==> src/rtl/pipe_enq_arbiter.sv <==
// Round-robin arbiter that funnels NREQ one-entry holding slots into a small FIFO feeding pipe_enq.
// Optional counters stat_sent / stat_stall are built when PIPE_ARB_STATS_EN is defined.
module pipe_enq_arbiter #(
    parameter int NREQ       = 4,
    parameter int DATA_WIDTH = 128,
    parameter int FIFO_DEPTH = 2
) (
    input  logic                       CLK,
    input  logic                       nRST,
    input  logic [NREQ-1:0]            req_enq__ENA,
    input  logic [NREQ*DATA_WIDTH-1:0] req_enq_v,
    output logic [NREQ-1:0]            req_enq__RDY,
    output logic                       pipe_enq__ENA,
    output logic [DATA_WIDTH-1:0]      pipe_enq_v,
`ifdef PIPE_ARB_STATS_EN
    output logic [31:0]                stat_sent,
    output logic [31:0]                stat_stall,
`endif
    input  logic                       pipe_enq__RDY
);

    localparam int PW = (NREQ > 1) ? $clog2(NREQ) : 1;
    localparam int AW = $clog2(FIFO_DEPTH);
    localparam int CW = AW + 1;
    localparam logic [PW-1:0] PTR_RST = PW'(NREQ - 1);
    localparam logic [CW-1:0] DEPTH_C = CW'(FIFO_DEPTH);

    logic [NREQ-1:0]       slot_full_q, slot_full_d;
    logic [DATA_WIDTH-1:0] slot_data_q [NREQ];
    logic [PW-1:0]         rr_ptr_q, rr_ptr_d;

    logic [DATA_WIDTH-1:0] fifo_mem_q [FIFO_DEPTH];
    logic [AW-1:0]         wr_ptr_q, wr_ptr_d;
    logic [AW-1:0]         rd_ptr_q, rd_ptr_d;
    logic [CW-1:0]         count_q, count_d;

    logic                  grant_vld;
    logic [PW-1:0]         grant_idx;
    logic [PW-1:0]         cand;
    logic                  fifo_nonempty;
    logic                  push;
    logic                  pop;

    assign fifo_nonempty = (count_q != '0);
    assign push          = grant_vld;
    assign pop           = pipe_enq__ENA;

    assign req_enq__RDY  = ~slot_full_q;
    assign pipe_enq__ENA = fifo_nonempty & pipe_enq__RDY;
    assign pipe_enq_v    = fifo_nonempty ? fifo_mem_q[rd_ptr_q] : '0;

    // Descending scan so the last hit is the first full slot after rr_ptr_q.
    always_comb begin
        grant_vld = 1'b0;
        grant_idx = rr_ptr_q;
        cand      = '0;
        if (count_q < DEPTH_C) begin
            for (int k = NREQ; k >= 1; k--) begin
                cand = PW'((int'(rr_ptr_q) + k) % NREQ);
                if (slot_full_q[cand]) begin
                    grant_vld = 1'b1;
                    grant_idx = cand;
                end
            end
        end
    end

    // Capture only into empty slots, drain only full ones: the two never collide.
    always_comb begin
        slot_full_d = slot_full_q;
        for (int i = 0; i < NREQ; i++) begin
            if (!slot_full_q[i] && req_enq__ENA[i]) begin
                slot_full_d[i] = 1'b1;
            end
        end
        if (grant_vld) begin
            slot_full_d[grant_idx] = 1'b0;
        end
    end

    always_comb begin
        rr_ptr_d = grant_vld ? grant_idx : rr_ptr_q;
        wr_ptr_d = push ? wr_ptr_q + AW'(1) : wr_ptr_q;
        rd_ptr_d = pop  ? rd_ptr_q + AW'(1) : rd_ptr_q;
        case ({push, pop})
            2'b10:   count_d = count_q + CW'(1);
            2'b01:   count_d = count_q - CW'(1);
            default: count_d = count_q;
        endcase
    end

    always_ff @(posedge CLK or negedge nRST) begin
        if (!nRST) begin
            slot_full_q <= '0;
            rr_ptr_q    <= PTR_RST;
            wr_ptr_q    <= '0;
            rd_ptr_q    <= '0;
            count_q     <= '0;
        end else begin
            slot_full_q <= slot_full_d;
            rr_ptr_q    <= rr_ptr_d;
            wr_ptr_q    <= wr_ptr_d;
            rd_ptr_q    <= rd_ptr_d;
            count_q     <= count_d;
        end
    end

    // Payload storage carries no reset; validity lives in slot_full_q / count_q.
    always_ff @(posedge CLK) begin
        for (int i = 0; i < NREQ; i++) begin
            if (!slot_full_q[i] && req_enq__ENA[i]) begin
                slot_data_q[i] <= req_enq_v[i*DATA_WIDTH +: DATA_WIDTH];
            end
        end
        if (push) begin
            fifo_mem_q[wr_ptr_q] <= slot_data_q[grant_idx];
        end
    end

`ifdef PIPE_ARB_STATS_EN
    logic [31:0] sent_q, sent_d;
    logic [31:0] stall_q, stall_d;

    always_comb begin
        sent_d  = pop ? sent_q + 32'd1 : sent_q;
        stall_d = stall_q;
        if (fifo_nonempty && !pipe_enq__RDY && (stall_q != 32'hFFFF_FFFF)) begin
            stall_d = stall_q + 32'd1;
        end
    end

    always_ff @(posedge CLK or negedge nRST) begin
        if (!nRST) begin
            sent_q  <= '0;
            stall_q <= '0;
        end else begin
            sent_q  <= sent_d;
            stall_q <= stall_d;
        end
    end

    assign stat_sent  = sent_q;
    assign stat_stall = stall_q;
`endif

endmodule

==> config.mk <==
export PLATFORM = sky130hd
export DESIGN_NAME = pipe_enq_arbiter
export DESIGN_NICKNAME = d
export VERILOG_FILES = /design/src/rtl/pipe_enq_arbiter.sv
export SDC_FILE = /design/constraint.sdc
export NUM_CORES = 1
export LEC_CHECK = 0
export CAP_MARGIN = 25
export CELL_PAD_IN_SITES_DETAIL_PLACEMENT = 1
export CELL_PAD_IN_SITES_GLOBAL_PLACEMENT = 1
export CORE_MARGIN = 2
export CORE_UTILIZATION = 48
export DETAILED_ROUTE_END_ITERATION = 12
export DONT_BUFFER_PORTS = 1
export HOLD_SLACK_MARGIN = 0.05
export PLACE_DENSITY = 0.73
export SLEW_MARGIN = 0
export SYNTH_ARGS = -nofsm -noshare
export SYNTH_HDL_FRONTEND = slang
export SYNTH_SLANG_ARGS = --single-unit
==> constraint.sdc <==
create_clock -name CLK -period 6.5 [get_ports CLK]
set_input_delay 0.65 -clock CLK [delete_from_list [all_inputs] [get_ports CLK]]
set_output_delay 0.65 -clock CLK [all_outputs]
set_load 0.005 [all_outputs]
==> reports/summary.txt, run 1 <==
die footprint = 64500 um2
Tcrit/Tclk final = 56.0%
Worst-Margin Slew = 1080 ps
RSZ-0062 raised after global routing = no
Worst setup startpoint = rd_ptr_q
Post-CTS Setup Bufs = 0
Netlist cell types = 33
CP Data Arrival Time = 2990 ps
fillcell total = 5464
H-tree Lvls = 3
CTS tree = built
Max VDD drop = 602 uV
clk buf depth = 3
Port Buffers = 0
R2R setup slack = 3240 ps
CP max stage cell = dfrtp_4
crit path setup slack, layout = 2860 ps
initial antenna violation count = 40
Setup TNS = 0 ps
final instance area = 33100 um2
Buf/Inv on CP = 1
mapped cell area = 30000 um2
Rel. slew slack = 27.7%
Ports = 652
Final Net Count = 2082
multi-input logic area = 5900 um2
final WL = 75900 um
Setup crit end kind = primary output
commonest non-fill, non-tap cells in the layout = edfxtp_1, mux2i_1, nor2_1
most common cell after layout, fill and taps aside = edfxtp_1
layout cell share with drive strength beyond 1 = 8.63%
crit path max fanout = 48
status = finished, final reports clean
sequential cell area = 23300 um2
PD cells = 564 nW/um2
wire per inst = 30.5 um
reg-to-reg startpoint = slot_full_q[1]
Final HPWL DP = 47600 um
DRC Markers = 0
Yosys Warn Count = 0
GRT Overall Usage = 22.8%
FF+latch count, synth = 778
final count of hold timing violations = 0
Seq/Total Area, Yosys = 77.7%
Via Count = 14.1k
Initial Util = 48.6%
Final Setup Violations = 0
TritonCTS Buffers = 79
Slew Limit Fails = 0
vias in the first global route = 14.9k
Placement Cell Area = 30500 um2
worst min-delay path class = primary input to register
Leak = 12.1 nW
antenna-violating nets left = 0
vias per cell = 5.66
PostCTS Resize Cnt = 0
type of origin of the critical path = register
CTS clk-pin slew, worst paths = 60 ps
row cnt = 91
Max-cap violations = 0
synthesized net count = 2058
CTS Sinks = 778
first-pass GRT wire length = 105000 um
max incr delay on CP = 910 ps
Setup Crit Path Kind = register to primary output
FMAX = 0.275 GHz
Starting DRT DRC Count = 1021
Clock Tree Root = clkbuf_16
grt total ovfl = 0
Worst Hold Depth = 0
core area = 61700 um2
largest net degree at the start of global routing = 129
dpl ws = 3360 ps
WP data required = 5850 ps
crit-path cells = buf_4 > mux2i_1 > nor2_1
hold buffers post-CTS = 1
CP top delay family = flip-flops
die width = 254 um
Pre-antenna DRT Iters = 5
Area Growth Syn to Fin = 10.5%
worst reg2reg path depth = 6
clock skew = 20.9 ps
Critical Path Sink = pipe_enq_v[125]
CP Depth = 3
final RePlAce weighted congestion = 0.856
Mapped Cells = 1538
Worst-Skew Late Latency = 630 ps
Die Y = 254 um
Tmin final = 3640 ps
average size of a mapped cell = 19.5 um2
FF-to-FF End = fifo_mem_q[1][32]
[power breakdown]
group	internal [mW]	leakage, nW	switching [mW]
sequential	7.67	7.21	0.502
clock	2.54	1.23	1.92
combinational	2.14	3.69	3.91
[cells in the mapped netlist]
master,instances,share of area [%]
o32a_2,1,0.038
buf_8,8,0.40
or4_1,1,0.025
clkbuf_4,7,0.18
and2b_1,1,0.025
nor3_2,1,0.033
buf_1,2,0.025
nor2_1,137,1.7
clkbuf_1,15,0.19
o32a_1,1,0.033
a31oi_1,1,0.021
nand2_1,3,0.038
dfstp_2,2,0.18
nor2b_1,4,0.083
a21oi_1,3,0.050
mux2i_1,512,17
inv_1,5,0.063
dfrtp_1,8,0.67
buf_12,21,1.4
edfxtp_1,768,77
buf_6,3,0.11
o21ai_0,2,0.033
nor3_1,1,0.017
buf_2,13,0.22
xnor2_1,2,0.058
and2b_2,1,0.029
nand3_1,1,0.017
buf_4,6,0.15
o22a_1,1,0.029
and2_1,1,0.021
xor2_1,3,0.088
nand4_1,2,0.042
ha_1,1,0.042
[how the worst min path moves through the flow]
stage / start / to / slack [ps]
floorplan: nRST / count_q[0] / 350
global placement: nRST / slot_full_q[2] / 360
detailed placement: nRST / slot_full_q[3] / 360
CTS: req_enq_v[85] / slot_data_q[0][85] / 60
global route: req_enq_v[85] / slot_data_q[0][85] / 70
finish: req_enq_v[349] / slot_data_q[2][93] / 110
[per-stage QoR]
stage          std cells  utilization [%]  hold slack, ps  power [mW]
2_1_floorplan       1538                -             354        13.1
3_3_place_gp        2317             49.4             356        14.1
3_5_place_dp        2317             49.4             356        14.4
4_1_cts             2460             53.6            63.4        18.9
5_1_grt             2481             53.7            65.6        19.5
6_report            2490             53.7             108        18.7
[state kept, by name, indices dropped and copies added, names as in the netlist]
name and flops:
slot_full_q 4, slot_data_q 512, rr_ptr_q 2, fifo_mem_q 256, rd_ptr_q 1, count_q 2
wr_ptr_q 1
[cell families (layout without fill, tap and decap cells)]
logic type               after synthesis  in the layout  share of synthesized area [%]
AND/OR/NAND/NOR                      153            153                           2.04
buffers and inverters                 80            165                           2.73
multiplexers                         512            512                           17.1
adder cells (fa/ha/maj)                1              1                         0.0417
flip-flops                           778            778                           77.7
XOR/XNOR                               5              5                          0.146
other                                  0             30                              0
AO/OA/AOI/OAI                          9              9                          0.204
[final cells by class]
class | instances | share of cell area [%]
antenna | 30 | 0.227
clock buffer | 96 | 6.16
clock inverter | 46 | 1.52
inverter | 5 | 0.0566
multi-input combinational | 680 | 17.8
sequential | 778 | 70.4
tap | 837 | 3.16
timing repair buffer | 18 | 0.680
[per-layer routing]
| metal | up-vias | routed length, um | GRT usage [%] |
|---|---|---|---|
| li1 | 6042 | - | - |
| met1 | 7360 | 28300 | 26.3 |
| met2 | 524 | 40100 | 40.2 |
| met3 | 144 | 5340 | 7.09 |
| met4 | 26 | 2040 | 8.03 |
| met5 | - | 178 | 0 |
Power figures use the tool's default switching activity.
==> run 2: changes to the inputs <==
--- a/config.mk
+++ b/config.mk
@@ -8,12 +8,12 @@
 export CAP_MARGIN = 25
 export CELL_PAD_IN_SITES_DETAIL_PLACEMENT = 1
 export CELL_PAD_IN_SITES_GLOBAL_PLACEMENT = 1
-export CORE_MARGIN = 2
-export CORE_UTILIZATION = 48
+export CORE_AREA = 2 2 256 258
 export DETAILED_ROUTE_END_ITERATION = 12
+export DIE_AREA = 0 0 258 260
 export DONT_BUFFER_PORTS = 1
 export HOLD_SLACK_MARGIN = 0.05
-export PLACE_DENSITY = 0.73
+export PLACE_DENSITY = 0.69
 export SLEW_MARGIN = 0
 export SYNTH_ARGS = -nofsm -noshare
 export SYNTH_HDL_FRONTEND = slang
==> constraint.sdc (replaced) <==
create_clock -name CLK -period 3.8 [get_ports CLK]
set_input_delay 0.38 -clock CLK [delete_from_list [all_inputs] [get_ports CLK]]
set_output_delay 0.38 -clock CLK [all_outputs]
set_load 0.005 [all_outputs]
==> run 2 against run 1 <==
The run now fails in clock tree synthesis. Synthesized area is the same. Synthesized cell count did not move.
==> reports/summary.txt, run 2 <==
status = stopped before the end
failing step = clock tree synthesis
First Err = [ERROR RSZ-0060] Max buffer count reached.
most frequent cell after synthesis = edfxtp_1
Yosys Warn Count = 0
FF+latch count, synth = 778
Netlist cell types = 33
Synth area leader = edfxtp_1
row cnt = 93
Seq/Total Area, Yosys = 77.7%
Initial Util = 46.8%
top post-synthesis cells by area = edfxtp_1, mux2i_1, nor2_1
share of Yosys cell area claimed by the top area cell type = 76.9%
average size of a mapped cell = 19.5 um2
synthesized net count = 2058
die width = 258 um
clk buf depth = 3
top_reg_cell synth = edfxtp_1
dpl ws = 1190 ps
hold buffers post-CTS = 500
mapped cell area = 30000 um2
Post-CTS Setup Bufs = 0
FFs w/ async S/R, synth = 1.29%
H-tree Lvls = 3
Clock Tree Root = clkbuf_16
Final HPWL DP = 49200 um
Die Y = 260 um
Mapped Cells = 1538
Port Buffers = 0
Post-synth EDFFs = 768
TritonCTS Buffers = 80
final RePlAce weighted congestion = 0.843
PostCTS Resize Cnt = 0
Ports = 652
most frequent cells after synthesis = edfxtp_1, mux2i_1, nor2_1, buf_12, clkbuf_1
CTS Sinks = 778
-- run 2: cell counts after synthesis --
No cell type changed its count.
-- run 2: kinds of logic after synthesis --
family          share of synthesized area, %
xor+xnor                               0.146
buf+inv                                 2.73
flops                                   77.7
simple gates                            2.04
compound gates                         0.204
fa+ha+maj                             0.0417
mux                                     17.1
-- run 2: stage by stage --
stage / instances / cell area [um2] / TNS (ps) / hold WS (ps)
after floorplan: 1538 / 30000 / -50840 / 84.4
after global placement: 2350 / 30800 / 0 / 86.2
after detailed placement: 2350 / 30800 / 0 / 86.2
==> run 3: changes to the inputs <==
==> config.mk (replaced) <==
export PLATFORM = sky130hd
export DESIGN_NAME = pipe_enq_arbiter
export DESIGN_NICKNAME = d
export VERILOG_FILES = /design/src/rtl/pipe_enq_arbiter.sv
export SDC_FILE = /design/constraint.sdc
export NUM_CORES = 1
export LEC_CHECK = 0
export CAP_MARGIN = 25
export CORE_MARGIN = 2
export CORE_UTILIZATION = 40
export DETAILED_ROUTE_END_ITERATION = 12
export DONT_BUFFER_PORTS = 1
export PLACE_DENSITY_LB_ADDON = 0.15
export SLEW_MARGIN = 0
export SYNTH_ARGS = -nofsm -noshare
export SYNTH_HDL_FRONTEND = slang
export SYNTH_SLANG_ARGS = --single-unit
==> run 3 against run 2 <==
The flow now finishes without violations.
==> reports/summary.txt, run 3 (synthesized netlist as in run 1, its figures left out) <==
CP Data Arrival Time = 2640 ps
Setup Crit Path Kind = register to primary output
grt total ovfl = 0
Via Count = 16.0k
row cnt = 100
status = finished, final reports clean
Buf/Inv on CP = 1
crit-path cells = buf_4 > mux2i_1 > nor2_1
most common cell after layout, fill and taps aside = edfxtp_1
first-pass GRT wire length = 116000 um
final count of hold timing violations = 0
Final HPWL DP = 50200 um
Clock Tree Root = clkbuf_16
Worst-Margin Slew = 1040 ps
type of origin of the critical path = register
RSZ-0062 raised after global routing = no
H-tree Lvls = 3
Power, Total = 33.3 mW
worst reg2reg path depth = 6
Die Y = 278 um
reg-to-reg startpoint = slot_full_q[1]
Rel. slew slack = 31.0%
Post-CTS Setup Bufs = 0
Setup crit end kind = primary output
WP data required = 3420 ps
wire per inst = 25.8 um
Leak = 14.5 nW
R2R setup slack = 1190 ps
initial antenna violation count = 15
Tmin final = 3020 ps
HP Start = req_enq__ENA[2]
Final Net Count = 2625
Final Setup Violations = 0
crit path setup slack, layout = 783 ps
Largest regs = slot_data_q: 512 flops, fifo_mem_q: 256 flops, slot_full_q: 4 flops
FMAX = 0.331 GHz
die width = 278 um
max incr delay on CP = 970 ps
DP Cell Count = 2471
max reg flops = 512
TritonCTS Buffers = 84
clk buf depth = 3
Starting DRT DRC Count = 900
final WL = 81200 um
vias in the first global route = 17.4k
Max-cap violations = 0
Ports = 652
Initial Util = 40.4%
Area Growth Syn to Fin = 29.9%
largest net degree at the start of global routing = 129
layout cell share with drive strength beyond 1 = 7.70%
CTS tree = built
Worst Hold Depth = 1
final RePlAce weighted congestion = 0.821
Port Buffers = 0
Placement Cell Area = 31000 um2
worst hold endpoint = slot_data_q[2][81]
Top reg by flops = slot_data_q
final instance area = 38900 um2
DRC Markers = 0
crit path max fanout = 40
Tcrit/Tclk final = 79.4%
dpl ws = 1170 ps
commonest non-fill, non-tap cells in the layout = edfxtp_1, dlygate4sd3_1, mux2i_1
clock skew = 21.0 ps
FF-to-FF End = fifo_mem_q[0][49]
GRT Overall Usage = 20.5%
CTS Sinks = 778
CTS clk-pin slew, worst paths = 60 ps
Slew Limit Fails = 0
CP top delay family = flip-flops
PD cells = 855 nW/um2
core area = 74300 um2
worst min-delay path class = primary input to register
die footprint = 77200 um2
CP max stage cell = dfrtp_4
antenna-violating nets left = 0
Pre-antenna DRT Iters = 5
final instance count without filler cells = 3148
Worst-Skew Late Latency = 640 ps
vias per cell = 5.09
Max VDD drop = 836 uV
run 3: final cells by class:
cell class,count,area [um2]
inverters,5,18.8
clock buffers,99,2160
multi-input cells,680,5900
repair buffers,556,5690
well taps,969,1210
clock inverters,51,613
flip-flops and latches,778,23300
fillers,6012,35400
diodes,10,25.0
run 3: how the worst max path moves through the flow:
stage | slack (ps) | cells past startpoint | from | endpoint
2_1_floorplan | -400 | 1 | slot_full_q[3] | slot_data_q[3][0]
3_3_place_gp | 1240 | 6 | rr_ptr_q[0] | fifo_mem_q[0][34]
3_5_place_dp | 1170 | 6 | slot_full_q[1] | fifo_mem_q[0][38]
4_1_cts | 700 | 3 | rd_ptr_q | pipe_enq_v[41]
5_1_grt | 670 | 3 | rd_ptr_q | pipe_enq_v[112]
6_report | 780 | 3 | rd_ptr_q | pipe_enq_v[124]
run 3: metal layers:
| metal | global-route usage [%] | vias up | part of all wire, % |
|---|---|---|---|
| li1 | - | 7114 | - |
| met1 | 23.7 | 8231 | 38 |
| met2 | 37.1 | 537 | 53 |
| met3 | 4.86 | 146 | 5.7 |
| met4 | 7.58 | 10 | 3.1 |
| met5 | 0 | - | 0.069 |
run 3: report_power, final:
group          switching [mW]  internal [mW]  leakage, nW  total (mW)
registers               0.741           13.1         7.21        13.8
clock network            3.42           4.78         1.34        8.19
logic                    7.02           4.26         5.99        11.3
run 3: what timing repair did:
item / CTS / global route
hold endpoints to repair: 526 / 0
hold buffers: 517 / 0
resized for setup: 0 / 0
run 3: metrics by stage:
step | hold slack [ps] | setup TNS, ps | util, %
after CTS | 140 | 0 | 52.4
final | 179 | 0 | 52.4
after global routing | 151 | 0 | 52.4
after global placement | 88.0 | 0 | 41.7
after detailed placement | 88.2 | 0 | 41.7
after floorplan | 84.4 | -50840 | -
